**config.mk**
```make
export PLATFORM = sky130hd
export DESIGN_NAME = hwt_tester
export DESIGN_NICKNAME = d
export VERILOG_FILES = /design/src/rtl/hwt_tester.sv
export SDC_FILE = /design/constraint.sdc
export NUM_CORES = 1
export LEC_CHECK = 0
export CORE_MARGIN = 5
export CORE_UTILIZATION = 44
export CTS_CLUSTER_SIZE = 25
export DETAILED_ROUTE_END_ITERATION = 6
export GPL_TIMING_DRIVEN = 1
export HOLD_SLACK_MARGIN = 0.02
export PLACE_DENSITY = 0.68
export SLEW_MARGIN = 40
export SYNTH_ARGS = -nofsm -noshare
export SYNTH_HDL_FRONTEND = slang
export SYNTH_SLANG_ARGS = --single-unit
```
**constraint.sdc**
```tcl
create_clock -name clk -period 4.6 [get_ports clk]
set_input_delay 0.92 -clock clk [delete_from_list [all_inputs] [get_ports clk]]
set_output_delay 0.92 -clock clk [all_outputs]
set_load 0.01 [all_outputs]
```
**src/rtl/hwt_tester.sv**
```systemverilog
// hwt_tester: hardware self-tester for a 4-input combinational circuit.
// Runs PASSES exhaustive sweeps of the 16 input vectors, compares the circuit
// output against the golden function g = d & ((a & b) | c), and records the
// mismatch count together with the position of the first mismatch.
module hwt_tester #(
    parameter int unsigned PASSES = 4
) (
    input  logic       clk,
    input  logic       rst,
    input  logic       start,
    input  logic       dut_y,
    output logic       a,
    output logic       b,
    output logic       c,
    output logic       d,
    output logic       busy,
    output logic       done,
    output logic       fail,
    output logic [7:0] err_count,
    output logic [3:0] first_err_vec,
    output logic [7:0] first_err_pass
);

    typedef enum logic [1:0] {StIdle, StRun, StDone} state_t;

    localparam logic [7:0] LastPass = 8'(PASSES - 1);

    state_t     state;
    state_t     state_next;
    logic [3:0] vec;
    logic [7:0] pass;
    logic       golden;
    logic       mismatch;
    logic       last_vec;

    // Golden model and compare against the vector currently on a..d
    always_comb begin
        golden   = vec[0] & ((vec[3] & vec[2]) | vec[1]);
        mismatch = (state == StRun) && (dut_y != golden);
        last_vec = (vec == 4'hF) && (pass == LastPass);
    end

    // State register
    always_ff @(posedge clk or posedge rst) begin
        if (rst) begin
            state <= StIdle;
        end else begin
            state <= state_next;
        end
    end

    // Next-state logic; start only matters in IDLE
    always_comb begin
        state_next = state;
        unique case (state)
            StIdle:  if (start) state_next = StRun;
            StRun:   if (last_vec) state_next = StDone;
            StDone:  state_next = StIdle;
            default: state_next = StIdle;
        endcase
    end

    // Output decode; vec is zero outside RUN, so a..d come straight from its flops
    always_comb begin
        busy = (state == StRun);
        done = (state == StDone);
        a    = vec[3];
        b    = vec[2];
        c    = vec[1];
        d    = vec[0];
    end

    // Sweep counters and result registers
    always_ff @(posedge clk or posedge rst) begin
        if (rst) begin
            vec            <= 4'h0;
            pass           <= 8'h00;
            err_count      <= 8'h00;
            fail           <= 1'b0;
            first_err_vec  <= 4'h0;
            first_err_pass <= 8'h00;
        end else begin
            unique case (state)
                StIdle: begin
                    if (start) begin
                        vec            <= 4'h0;
                        pass           <= 8'h00;
                        err_count      <= 8'h00;
                        fail           <= 1'b0;
                        first_err_vec  <= 4'h0;
                        first_err_pass <= 8'h00;
                    end
                end
                StRun: begin
                    // The final increment wraps vec to 0, which blanks a..d in DONE
                    vec <= vec + 4'd1;
                    if (vec == 4'hF) begin
                        pass <= pass + 8'd1;
                    end
                    if (mismatch) begin
                        if (err_count != 8'hFF) begin
                            err_count <= err_count + 8'd1;
                        end
                        fail <= 1'b1;
                        // fail is still clear only before the first mismatch of the run
                        if (!fail) begin
                            first_err_vec  <= vec;
                            first_err_pass <= pass;
                        end
                    end
                end
                default: ;
            endcase
        end
    end

endmodule

```
* Word-level counts from Yosys, hierarchy flattened *
Cells that the tools add are included.

operators by class
  $add $sub $neg = 3
  equality and inequality tests = 12
  muxes and demuxes = 20
  bitwise gates (word level) = 3
  reductions and logical operators = 10

operators with widths
  kind                                                              count
  8-bit two-way mux                                                 6
  8-bit one-hot mux with 2 select lines                             3
  8-bit by 1-bit adder with 8-bit output (second input constant)    2
  4-bit one-hot mux with 2 select lines                             2
  4-bit two-way mux                                                 3
  8-bit by 2-bit == test with 1-bit output (second input constant)  1
  2-bit by 1-bit != test with 1-bit output (second input constant)  4
  8-bit != test (second input constant)                             1
  4-bit AND reduction                                               2
  3-bit AND reduction                                               2
  4-bit by 1-bit adder with 4-bit output (second input constant)    1
  4-bit == test (second input constant)                             1
  2-bit two-way mux                                                 2
  2-bit != test (second input constant)                             2
  2-bit one-hot mux with 2 select lines                             1
  2-bit AND reduction                                               2
  1-bit AND                                                         2
  2-bit by 1-bit == test with 1-bit output (second input constant)  1
  2-bit == test (second input constant)                             1
  1-bit logical AND                                                 2
  2-bit zero test                                                   1
  1-bit two-way mux                                                 2
  1-bit one-hot mux with 2 select lines                             1
  2-bit nonzero test                                                1
  2 further kinds                                                   2

storage, ports and cells
  register bits = 35
  input bits = 4
  output and inout port bits = 27
  logic and storage cells = 55

* Longest topological paths before layout *
Gate-level depths: netlist of run 1.

  word-level depth = 7
  depth in mapped cells = 5
  mapped depth without buffers = 5

* Worst setup path before layout of run 1 *
Ideal clock, no wire load.

  kind = input -> register
  from = input port dut_y
  to = register first_err_pass[1]
  setup time = 0.125 ns
  arrival = 2.130 ns
  required time = 4.475 ns
  setup slack = 2.345 ns
  cell stages on the path = 5
  buffers on the path = 1
  path through = nor2b_1 -> a221oi_4 -> or3_4 -> buf_6 -> mux2_4

between the ends
  cells in the longest elaborated chain, start to end = 4

ends and longest elaborated chain
  element                                             RTL line  text
  from (decl)                                         11        input logic dut_y,
  1-bit != test                                       39        mismatch = (state == StRun) && (dut_y != golden);
  1-bit logical AND                                   39
  2-bit by 1-bit != test with 1-bit output (no line)  --
  4-bit AND reduction (no line)                       --
  to (signal assigned)                                108       first_err_pass <= pass;
  to (decl)                                           21        output logic [7:0] first_err_pass

No other way between the ends.
A chain may end at the register's enable or synchronous reset.

* Worst setup path after layout of run 1 *
  from = register state[1]
  to = output port busy

between the ends
  cells in the longest elaborated chain, start to end = 1

ends and longest elaborated chain
  element                                   RTL line  text
  from (decl)                               28        state_t state;
  from (signal assigned)                    46        state <= StIdle;
  from (signal assigned)                    48        state <= state_next;
  2-bit by 1-bit == test with 1-bit output  65        busy = (state == StRun);
  to (decl)                                 16        output logic busy,

No other way between the ends.

==> results.sh, run 1 <==
export IMPL_run_status="complete, no violations"
export IMPL_avgRoutedWirePerCell_um=15.2
export IMPL_drcViolationCount=0
export IMPL_critical_path_slowest_cell="clkdlybuf4s50_1"
export IMPL_insertion_delay_ps=290
export IMPL_core_area_um2=4000
export IMPL_root_buffer="clkbuf_8"
export IMPL_vias=1436
export IMPL_cts_sink_count=35
export IMPL_final_cell_mix="35 x dfrtp_1, 30 x clkdlybuf4s50_1, 16 x nor2b_1"
export IMPL_cts_buffer_depth=2
export IMPL_fmax_ghz=0.356
export IMPL_cp_cell_sequence="nand2b_1, inv_1, clkdlybuf4s50_1"
export IMPL_setup_tns_ps=0
export IMPL_fillCellCount=338
export IMPL_synth_warnings=0
export IMPL_drtIter0Drc=75
export IMPL_p_leak_nw=0.966
export IMPL_io_pins=31
export IMPL_multi_input_comb_area_um2=898
export IMPL_cp_max_fo=11
export IMPL_cp_arrival_ps=1890
export IMPL_hold_class="flop to flop"
export IMPL_crit_cells=3
export IMPL_start_util_pct=45.2
export IMPL_cts_tree="yes"
export IMPL_synthCells=163
export IMPL_grt_pass1_vias=1348
export IMPL_grt_overflow=0
export IMPL_synth_area_top_cells="dfrtp_1 48%, mux2_4 8.3%, nor2b_1 5.5%"
export IMPL_period_needed_ps=2810
export IMPL_peakVddDrop_v=0.000254
export IMPL_vias_per_cell=5.77
export IMPL_ctsHoldBuffers=0
export IMPL_crit_start="state[1]"
export IMPL_hold_viol_final=0
export IMPL_synthesis_nets=170
export IMPL_dp_hpwl_um=2670
export IMPL_io_buffers=30
export IMPL_ys_flop_type="dfrtp_1"
export IMPL_cp_start_kind="flop"
export IMPL_dr_wl_met3_um=221
export IMPL_antenna_left=0
export IMPL_tightestPinTransition_ps=728
export IMPL_period_share_pct=61.1
export IMPL_die_area_um2=5490
export IMPL_grt_pass1_wl_um=6420
export IMPL_numCtsBuffers=5
export IMPL_finClkSkew_ps=8.36
export IMPL_final_setup_viol_count=0
export IMPL_place_congestion=0.871
export IMPL_seq_area_frac_synth_pct=48.4
export IMPL_layout_drive_gt1_share_pct=12.1
export IMPL_max_slew_margin_pct=51.4
export IMPL_timing_rr_start="vec[1]"
export IMPL_antenna_diode_count=0
export IMPL_syn_to_final_growth_pct=24.1
export IMPL_synth_top_cell_area_share_pct=48.4
export IMPL_finalInstanceArea_um2=2240
export IMPL_critPathTopFamily="buffers and inverters"
export IMPL_worst_path_buf_inv=2
export IMPL_syn_area_per_cell_um2=11.1
export IMPL_die_h_um=74.1
export IMPL_final_util_pct=56.1
export IMPL_max_stage_delay_ps=580
export IMPL_hp_start="fail"
export IMPL_p_per_area_nw_per_um2=625
export IMPL_post_cts_buffers=0
export IMPL_reg2reg_depth=5
export IMPL_wl_um=3790
export IMPL_yosysUniqueCellTypes=39
export IMPL_slew_violations=0
export IMPL_wl_met2_um=1760
export IMPL_grt_max_degree=36
export IMPL_async_flop_share_pct=100
export IMPL_postPlaceCellArea_um2=2160
export IMPL_dr_pass1_iters=4
export IMPL_grt_usage_pct=15.2
export IMPL_antenna_found_initial=0
export IMPL_chipWidth_um=74.1
export IMPL_yosysTopAreaCell="dfrtp_1"
export IMPL_cts_resized_gates=0
export IMPL_ys_ff_latch=35
export IMPL_drv_cap=0
export IMPL_rsz0062_at_grt="no"
export IMPL_syn_cell_area_um2=1810
export IMPL_top_layer="met4"
export IMPL_htree_levels=2
export IMPL_required_ps=3680
export IMPL_power_total_mw=1.40
export IMPL_fin_nets=205
export IMPL_synth_edff_count=0
export IMPL_rows=23
export IMPL_hold_depth=1
export IMPL_final_common_cell="dfrtp_1"
export IMPL_cp_end_kind="primary output"
export IMPL_clk_pin_slew_worst_paths_ps=70
export IMPL_drt_met1_wl_um=1730
export IMPL_layout_area_seq_um2=876
export IMPL_path_class="flop to primary output"
-- flip-flops by register name, summed over array words and instances (netlist names) --
name            flops
fail                1
vec                 4
first_err_vec       4
first_err_pass      8
state               2
err_count           8
pass                8
-- per-layer routing --
metal  vias to the layer above  global-route usage, %
li1                        674                      -
met1                       697                   19.2
met2                        54                   24.9
met3                        11                   4.32
met4                         0                   5.43
met5                         -                      0
-- report_power, final --
part	internal [mW]	leakage [nW]	total, mW	switching [mW]
Sequential	0.431	0.439	0.581	0.150
Combinational	0.361	0.480	0.609	0.248
Clock	0.103	0.0477	0.213	0.110
Total	0.895	0.966	1.40	0.508
-- per-stage QoR --
stage	hold slack (ps)	cells	setup WS, ps
detailed placement	529	241	1770
global route	583	249	1720
global placement	530	241	1790
CTS	545	249	1780
finish	553	249	1790
floorplan	517	163	2350
-- cells in the mapped netlist, types with 2 or more instances --
master and number:
nand2_1 9, xnor2_1 5, mux2_1 2, o21ai_0 7
inv_1 4, a211oi_1 4, nor2b_1 16, nand4_1 4
o31ai_1 2, mux2_4 10, a22o_1 3, a21oi_1 4
or4_1 2, nor2_1 9, ha_1 3, and2_1 3
or3_1 4, nor3_1 3, dfrtp_1 35, nand2b_1 2
a21o_1 3, nand3_1 6, clkbuf_1 2, nor4_1 3
a221o_1 4
-- worst paths after layout --
check | end | slack (ps)
worst min-delay path | fail | 550
max in group asynchronous | pass[5] | 3260
min in group asynchronous | first_err_pass[0] | 1030
worst max-delay path | busy | 1790
worst min register to register | fail | 550
worst max register to register | pass[6] | 2600
-- logic make-up (layout without fill, tap and decap cells) --
group                    after synthesis  after routing  share of synthesized area [%]
XOR/XNOR                               5              5                           2.42
AND/OR/NAND/NOR                       68             68                           21.3
buffers and inverters                  7             43                           1.87
multiplexers                          13             13                           10.2
adder cells (fa/ha/maj)                3              3                           2.08
flip-flops                            35             35                           48.4
AO/OA/AOI/OAI                         32             32                           13.7
-- area by class of cell --
cell class / instances / area share (%)
flip-flops and latches: 35 / 39.0
repair buffers: 31 / 13.7
clock buffers: 5 / 3.07
well taps: 50 / 2.79
multi-input cells: 121 / 40.0
clock inverters: 3 / 0.669
inverters: 4 / 0.669
-- worst register-to-register path, delay by kind of cell, from the launching register on --
family / cells / cell delay (ps)
fa+ha+maj: 1 / 250
flops: 1 / 480
compound gates: 2 / 480
simple gates: 2 / 720
(Power assumes the default switching activity.)
==> inputs of run 2 (changes only) <==
--- a/config.mk
+++ b/config.mk
@@ -11,7 +11,7 @@
 export DETAILED_ROUTE_END_ITERATION = 6
 export GPL_TIMING_DRIVEN = 1
 export HOLD_SLACK_MARGIN = 0.02
-export PLACE_DENSITY = 0.68
+export PLACE_DENSITY = 0.71
 export SLEW_MARGIN = 40
 export SYNTH_ARGS = -nofsm -noshare
 export SYNTH_HDL_FRONTEND = slang
==> constraint.sdc (replaced) <==
create_clock -name clk -period 2.49 [get_ports clk]
set_input_delay 0.498 -clock clk [delete_from_list [all_inputs] [get_ports clk]]
set_output_delay 0.498 -clock clk [all_outputs]
set_load 0.01 [all_outputs]
==> run 2 against run 1 <==
  * Register-to-register slack worse by 2200 ps
  * Flip-flop and latch count is the same
  * Clock power is 79% higher
  * Clock-buffer cell count up 2
==> results.sh, run 2 (synthesis results as in run 1) <==
export IMPL_cts_resized_gates=0
export IMPL_swShare_pct=36.0
export IMPL_drcViolationCount=0
export IMPL_required_ps=1990
export IMPL_die_area_um2=5490
export IMPL_run_status="complete, no violations"
export IMPL_path_class="flop to primary output"
export IMPL_avgRoutedWirePerCell_um=15.7
export IMPL_cts_sink_count=35
export IMPL_max_slew_margin_pct=69.5
export IMPL_fin_hold_ws_ps=540
export IMPL_grt_usage_pct=16.4
export IMPL_dr_pass1_iters=4
export IMPL_final_setup_viol_count=0
export IMPL_vias_per_cell=5.58
export IMPL_switchingPower_mw=0.936
export IMPL_period_share_pct=88.1
export IMPL_critPathTopFamily="buffers and inverters"
export IMPL_final_cell_mix="35 x dfrtp_1, 30 x clkdlybuf4s50_1, 16 x nor2b_1"
export IMPL_ctsHoldBuffers=0
export IMPL_use_met2_pct=27.1
export IMPL_start_util_pct=45.2
export IMPL_multi_input_comb_area_um2=898
export IMPL_final_common_cell="dfrtp_1"
export IMPL_cp_start_kind="flop"
export IMPL_dp_cells=244
export IMPL_io_pins=31
export IMPL_post_cts_buffers=0
export IMPL_finClkSkew_ps=4.50
export IMPL_place_congestion=0.841
export IMPL_hold_viol_final=0
export IMPL_critical_path_slowest_cell="clkdlybuf4s50_1"
export IMPL_reg_top3="err_count: 8 flops, first_err_pass: 8 flops, pass: 8 flops"
export IMPL_clkPwrFrac_pct=14.7
export IMPL_final_cells=252
export IMPL_layout_area_seq_um2=876
export IMPL_vias=1407
export IMPL_fmax_ghz=0.456
export IMPL_cts_buffer_depth=2
export IMPL_cts_tree="yes"
export IMPL_hold_class="flop to flop"
export IMPL_grt_overflow=0
export IMPL_intPower_mw=1.66
export IMPL_max_stage_delay_ps=570
export IMPL_dpl_worst_slack_ps=53.2
export IMPL_numCtsBuffers=5
export IMPL_grt_pass1_wl_um=6930
export IMPL_rrSetupSlack_ps=430
export IMPL_setup_ws_ps=296
export IMPL_cp_max_fo=11
export IMPL_layout_drive_gt1_share_pct=12.4
export IMPL_antenna_diode_count=0
export IMPL_root_buffer="clkbuf_8"
export IMPL_worst_path_buf_inv=2
export IMPL_p_seq_share_pct=41.2
export IMPL_wl_um=3970
export IMPL_gr_usage_met3_pct=4.46
export IMPL_syn_to_final_growth_pct=25.2
export IMPL_die_h_um=74.1
export IMPL_cp_cell_sequence="nand2b_1, inv_1, clkdlybuf4s50_1"
export IMPL_use_met1_pct=20.6
export IMPL_power_frac_comb_pct=44.2
export IMPL_htree_levels=2
export IMPL_core_area_um2=4000
export IMPL_p_leak_nw=0.977
export IMPL_drv_cap=0
export IMPL_drtIter0Drc=77
export IMPL_fin_nets=208
export IMPL_insertion_delay_ps=280
export IMPL_clk_pin_slew_worst_paths_ps=60
export IMPL_grt_pass1_vias=1445
export IMPL_chipWidth_um=74.1
export IMPL_tightestPinTransition_ps=458
export IMPL_busiest_layer="met2"
export IMPL_rows=23
export IMPL_fillCellCount=343
export IMPL_cp_end_kind="primary output"
export IMPL_p_per_area_nw_per_um2=1150
export IMPL_grt_max_degree=36
export IMPL_setup_tns_ps=0
export IMPL_dp_hpwl_um=2850
export IMPL_peakVddDrop_v=0.000507
export IMPL_antenna_found_initial=0
export IMPL_antenna_left=0
export IMPL_io_buffers=30
export IMPL_rsz0062_at_grt="no"
export IMPL_cp_arrival_ps=1700
export IMPL_period_needed_ps=2190
export IMPL_slew_violations=0
## run 2: cell types whose count changed in the layout (fill, tap and decap cells not counted), sizes merged
| cell | before | now |
|---|---|---|
| buf | 1 | 4 |
| clkinv | 3 | 1 |
| clkbuf | 5 | 7 |
## run 2: area by class of cell
| class | count | share of cell area [%] |
|---|---|---|
| Clock buffer | 7 | 3.37 |
| Sequential cell | 35 | 38.7 |
| Multi-Input combinational cell | 121 | 39.7 |
| Tap cell | 50 | 2.76 |
| Inverter | 4 | 0.663 |
| Clock inverter | 1 | 0.221 |
| Timing Repair Buffer | 34 | 14.6 |
## run 2: worst paths after layout
check                      depth (start not counted)      endpoint     start
hold / removal                                     1          fail      fail
min in group asynchronous                          3  err_count[0]       rst
max in group asynchronous                          3       pass[2]       rst
setup reg to reg                                   5       pass[6]    vec[0]
setup / recovery                                   3          busy  state[1]
hold reg to reg                                    1          fail      fail
## run 2: power groups by stage
stage | clock (mW) | combinational (mW) | sequential (mW)
3_5_place_dp | 0 | 1.15 | 1.08
4_1_cts | 0.393 | 1.16 | 1.07
6_report | 0.381 | 1.15 | 1.07
2_1_floorplan | 0 | 0.603 | 1.09
5_1_grt | 0.422 | 1.26 | 1.11
3_3_place_gp | 0 | 1.12 | 1.06
## run 2: metrics by stage
stage / power [mW] / util (%) / cell area (um^2)
after floorplan: 1.69 / - / 1810
after global placement: 2.18 / 54.6 / 2180
after detailed placement: 2.23 / 54.6 / 2180
after CTS: 2.63 / 56.6 / 2260
after global routing: 2.79 / 56.6 / 2260
final: 2.60 / 56.6 / 2260
## run 2: routing by layer
layer	vias up	share of wire (%)
met5	-	0
met4	0	1.9
met3	9	3.7
met2	36	49
met1	684	45
li1	678	-
==> inputs of run 3 (changes only) <==
--- a/config.mk
+++ b/config.mk
@@ -5,13 +5,14 @@
 export SDC_FILE = /design/constraint.sdc
 export NUM_CORES = 1
 export LEC_CHECK = 0
+export ABC_AREA = 1
 export CORE_MARGIN = 5
 export CORE_UTILIZATION = 44
 export CTS_CLUSTER_SIZE = 25
 export DETAILED_ROUTE_END_ITERATION = 6
 export GPL_TIMING_DRIVEN = 1
 export HOLD_SLACK_MARGIN = 0.02
-export PLACE_DENSITY = 0.71
+export PLACE_DENSITY = 0.7
 export SLEW_MARGIN = 40
 export SYNTH_ARGS = -nofsm -noshare
 export SYNTH_HDL_FRONTEND = slang
==> run 3 against run 2 <==
  * Core utilization shrank 2.1 points
  * Sequential power shrank 17%
  * Global-route usage shrank 0.50 points
  * Combinational power grew 8%
  * Final area grew 4.8%
  * Clock-buffer cell count is the same
  * Die area grew 8.4%
  * First-iteration DRC count grew 82%
  * Non-clock buffer count shrank 3
  * Critical path type unchanged
  * Largest cell class unchanged
  * Largest power group unchanged
==> results.sh, run 3 <==
export IMPL_clk_pin_slew_worst_paths_ps=70
export IMPL_synth_area_top_cells="dfrtp_1 44%, nand2_1 14%, nand4_1 6.6%"
export IMPL_avgRoutedWirePerCell_um=13.0
export IMPL_final_cell_mix="75 x nand2_1, 35 x dfrtp_1, 32 x nor2_1"
export IMPL_dr_pass1_iters=4
export IMPL_busiest_layer="met2"
export IMPL_max_slew_margin_pct=70.6
export IMPL_post_cts_buffers=0
export IMPL_max_stage_delay_ps=560
export IMPL_drtIter0Drc=140
export IMPL_p_leak_nw=1.18
export IMPL_fillCellCount=444
export IMPL_hold_viol_final=0
export IMPL_synthCells=264
export IMPL_antenna_found_initial=0
export IMPL_die_area_um2=5950
export IMPL_insertion_delay_ps=290
export IMPL_vias_per_cell=5.15
export IMPL_core_area_um2=4350
export IMPL_antenna_left=0
export IMPL_p_per_area_nw_per_um2=1070
export IMPL_root_buffer="clkbuf_8"
export IMPL_ys_ff_latch=35
export IMPL_final_common_cell="nand2_1"
export IMPL_cp_start_kind="flop"
export IMPL_use_met1_pct=21.7
export IMPL_setup_tns_ps=0
export IMPL_intPower_mw=1.41
export IMPL_rows=24
export IMPL_synth_warnings=0
export IMPL_fin_nets=300
export IMPL_grt_usage_pct=15.9
export IMPL_async_flop_share_pct=100
export IMPL_multi_input_comb_area_um2=916
export IMPL_switchingPower_mw=1.13
export IMPL_swShare_pct=44.5
export IMPL_layout_area_seq_um2=876
export IMPL_grt_overflow=0
export IMPL_cp_arrival_ps=1720
export IMPL_die_h_um=77.2
export IMPL_path_class="flop to primary output"
export IMPL_dp_hpwl_um=3210
export IMPL_syn_to_final_growth_pct=19.5
export IMPL_slew_violations=0
export IMPL_io_buffers=30
export IMPL_drv_cap=0
export IMPL_synthesis_nets=271
export IMPL_tightestPinTransition_ps=441
export IMPL_gr_usage_met3_pct=3.86
export IMPL_ctsHoldBuffers=0
export IMPL_yosysTopAreaCell="dfrtp_1"
export IMPL_clkPwrFrac_pct=15.9
export IMPL_finClkSkew_ps=4.29
export IMPL_rsz0062_at_grt="no"
export IMPL_place_congestion=0.835
export IMPL_syn_cell_area_um2=1980
export IMPL_drcViolationCount=0
export IMPL_required_ps=1990
export IMPL_yosysUniqueCellTypes=26
export IMPL_wl_um=4490
export IMPL_p_seq_share_pct=35.1
export IMPL_cts_buffer_depth=2
export IMPL_start_util_pct=45.6
export IMPL_cts_resized_gates=0
export IMPL_period_needed_ps=2220
export IMPL_power_frac_comb_pct=49.0
export IMPL_critical_path_slowest_cell="clkdlybuf4s50_1"
export IMPL_period_share_pct=89.2
export IMPL_synth_edff_count=0
export IMPL_grt_max_degree=36
export IMPL_final_setup_viol_count=0
export IMPL_grt_pass1_wl_um=7700
export IMPL_reg_top3="err_count: 8 flops, first_err_pass: 8 flops, pass: 8 flops"
export IMPL_yosysMostFrequentCell="nand2_1"
export IMPL_antenna_diode_count=0
export IMPL_synth_top_cell_area_share_pct=44.1
export IMPL_use_met2_pct=23.7
export IMPL_seq_area_frac_synth_pct=44.1
export IMPL_numCtsBuffers=5
export IMPL_vias=1782
export IMPL_hold_class="flop to flop"
export IMPL_fmax_ghz=0.450
export IMPL_chipWidth_um=77.2
export IMPL_io_pins=31
export IMPL_cts_sink_count=35
export IMPL_peakVddDrop_v=0.000661
export IMPL_run_status="complete, no violations"
export IMPL_grt_pass1_vias=1640
export IMPL_power_total_mw=2.53
export IMPL_cp_end_kind="primary output"
export IMPL_ys_flop_type="dfrtp_1"
export IMPL_htree_levels=2
export IMPL_cp_max_fo=22
export IMPL_layout_drive_gt1_share_pct=6.46
export IMPL_cts_tree="yes"
export IMPL_synth_common_cells="75 x nand2_1, 35 x dfrtp_1, 32 x nor2_1"
export IMPL_syn_area_per_cell_um2=7.52
export IMPL_cp_cell_sequence="inv_2, nand2_4, inv_4, clkdlybuf4s50_1"
## run 3: changes by cell type in the layout (fill, tap and decap cells not counted), sizes merged, moves of 4 or more
cell	delta
a211oi	-4
a221o	-4
inv	+29
mux2	-13
nand2	+70
nand3	+20
nand4	+18
nor2	+22
nor2b	-16
o21ai	+4
or3	-5
xnor2	-5
## run 3: kinds of logic after synthesis
group | Yosys count | synth area share (%)
flops | 35 | 44.1
xor+xnor | 1 | 0.441
simple gates | 165 | 39.0
compound gates | 18 | 4.79
fa+ha+maj | 3 | 1.89
buf+inv | 42 | 9.71
## run 3: worst paths after layout
kind,startpoint,end,slack [ps],depth (start not counted)
hold reg to reg,state[1],state[1],450,1
setup reg to reg,state[0],err_count[7],810,7
hold / removal,state[1],state[1],450,1
max in group asynchronous,rst,err_count[6],1570,3
setup / recovery,state[1],busy,270,4
min in group asynchronous,rst,first_err_pass[1],600,3
## run 3: per-stage QoR
step / instances / hold slack, ps / worst slack, ps / instance area [um^2] / utilization [%]
5_1_grt: 346 / 476 / 173 / 2370 / 54.5
2_1_floorplan: 264 / 422 / 1110 / 1980 / -
3_5_place_dp: 338 / 442 / 355 / 2290 / 52.6
6_report: 346 / 447 / 268 / 2370 / 54.5
4_1_cts: 346 / 451 / 238 / 2370 / 54.5
3_3_place_gp: 338 / 434 / 385 / 2290 / 52.6
## run 3: worst max-delay path, delay by kind of cell (launching register included)
family	cells	cell delay [ps]
flip-flops	1	390
AND/OR/NAND/NOR	1	180
buffers and inverters	3	870
## run 3: layout make-up
class	instances	share of cell area, %
Clock buffer	7	3.22
Clock inverter	1	0.211
Inverter	33	5.33
Multi-Input combinational cell	187	38.6
Sequential cell	35	36.9
Tap cell	52	2.74
Timing Repair Buffer	31	13.0
## run 3: routing by layer
layer | vias up | share of wire, %
met5 | - | 0
met4 | 0 | 2.0
li1 | 922 | -
met2 | 39 | 43
met3 | 9 | 4.9
met1 | 812 | 50
## run 3: power groups by stage
| stage | registers (mW) | clock network [mW] | logic (mW) |
|---|---|---|---|
| after CTS | 0.888 | 0.417 | 1.25 |
| after global placement | 0.895 | 0 | 1.22 |
| after global routing | 0.915 | 0.435 | 1.40 |
| final | 0.889 | 0.402 | 1.24 |
| after floorplan | 0.926 | 0 | 0.824 |
| after detailed placement | 0.897 | 0 | 1.24 |
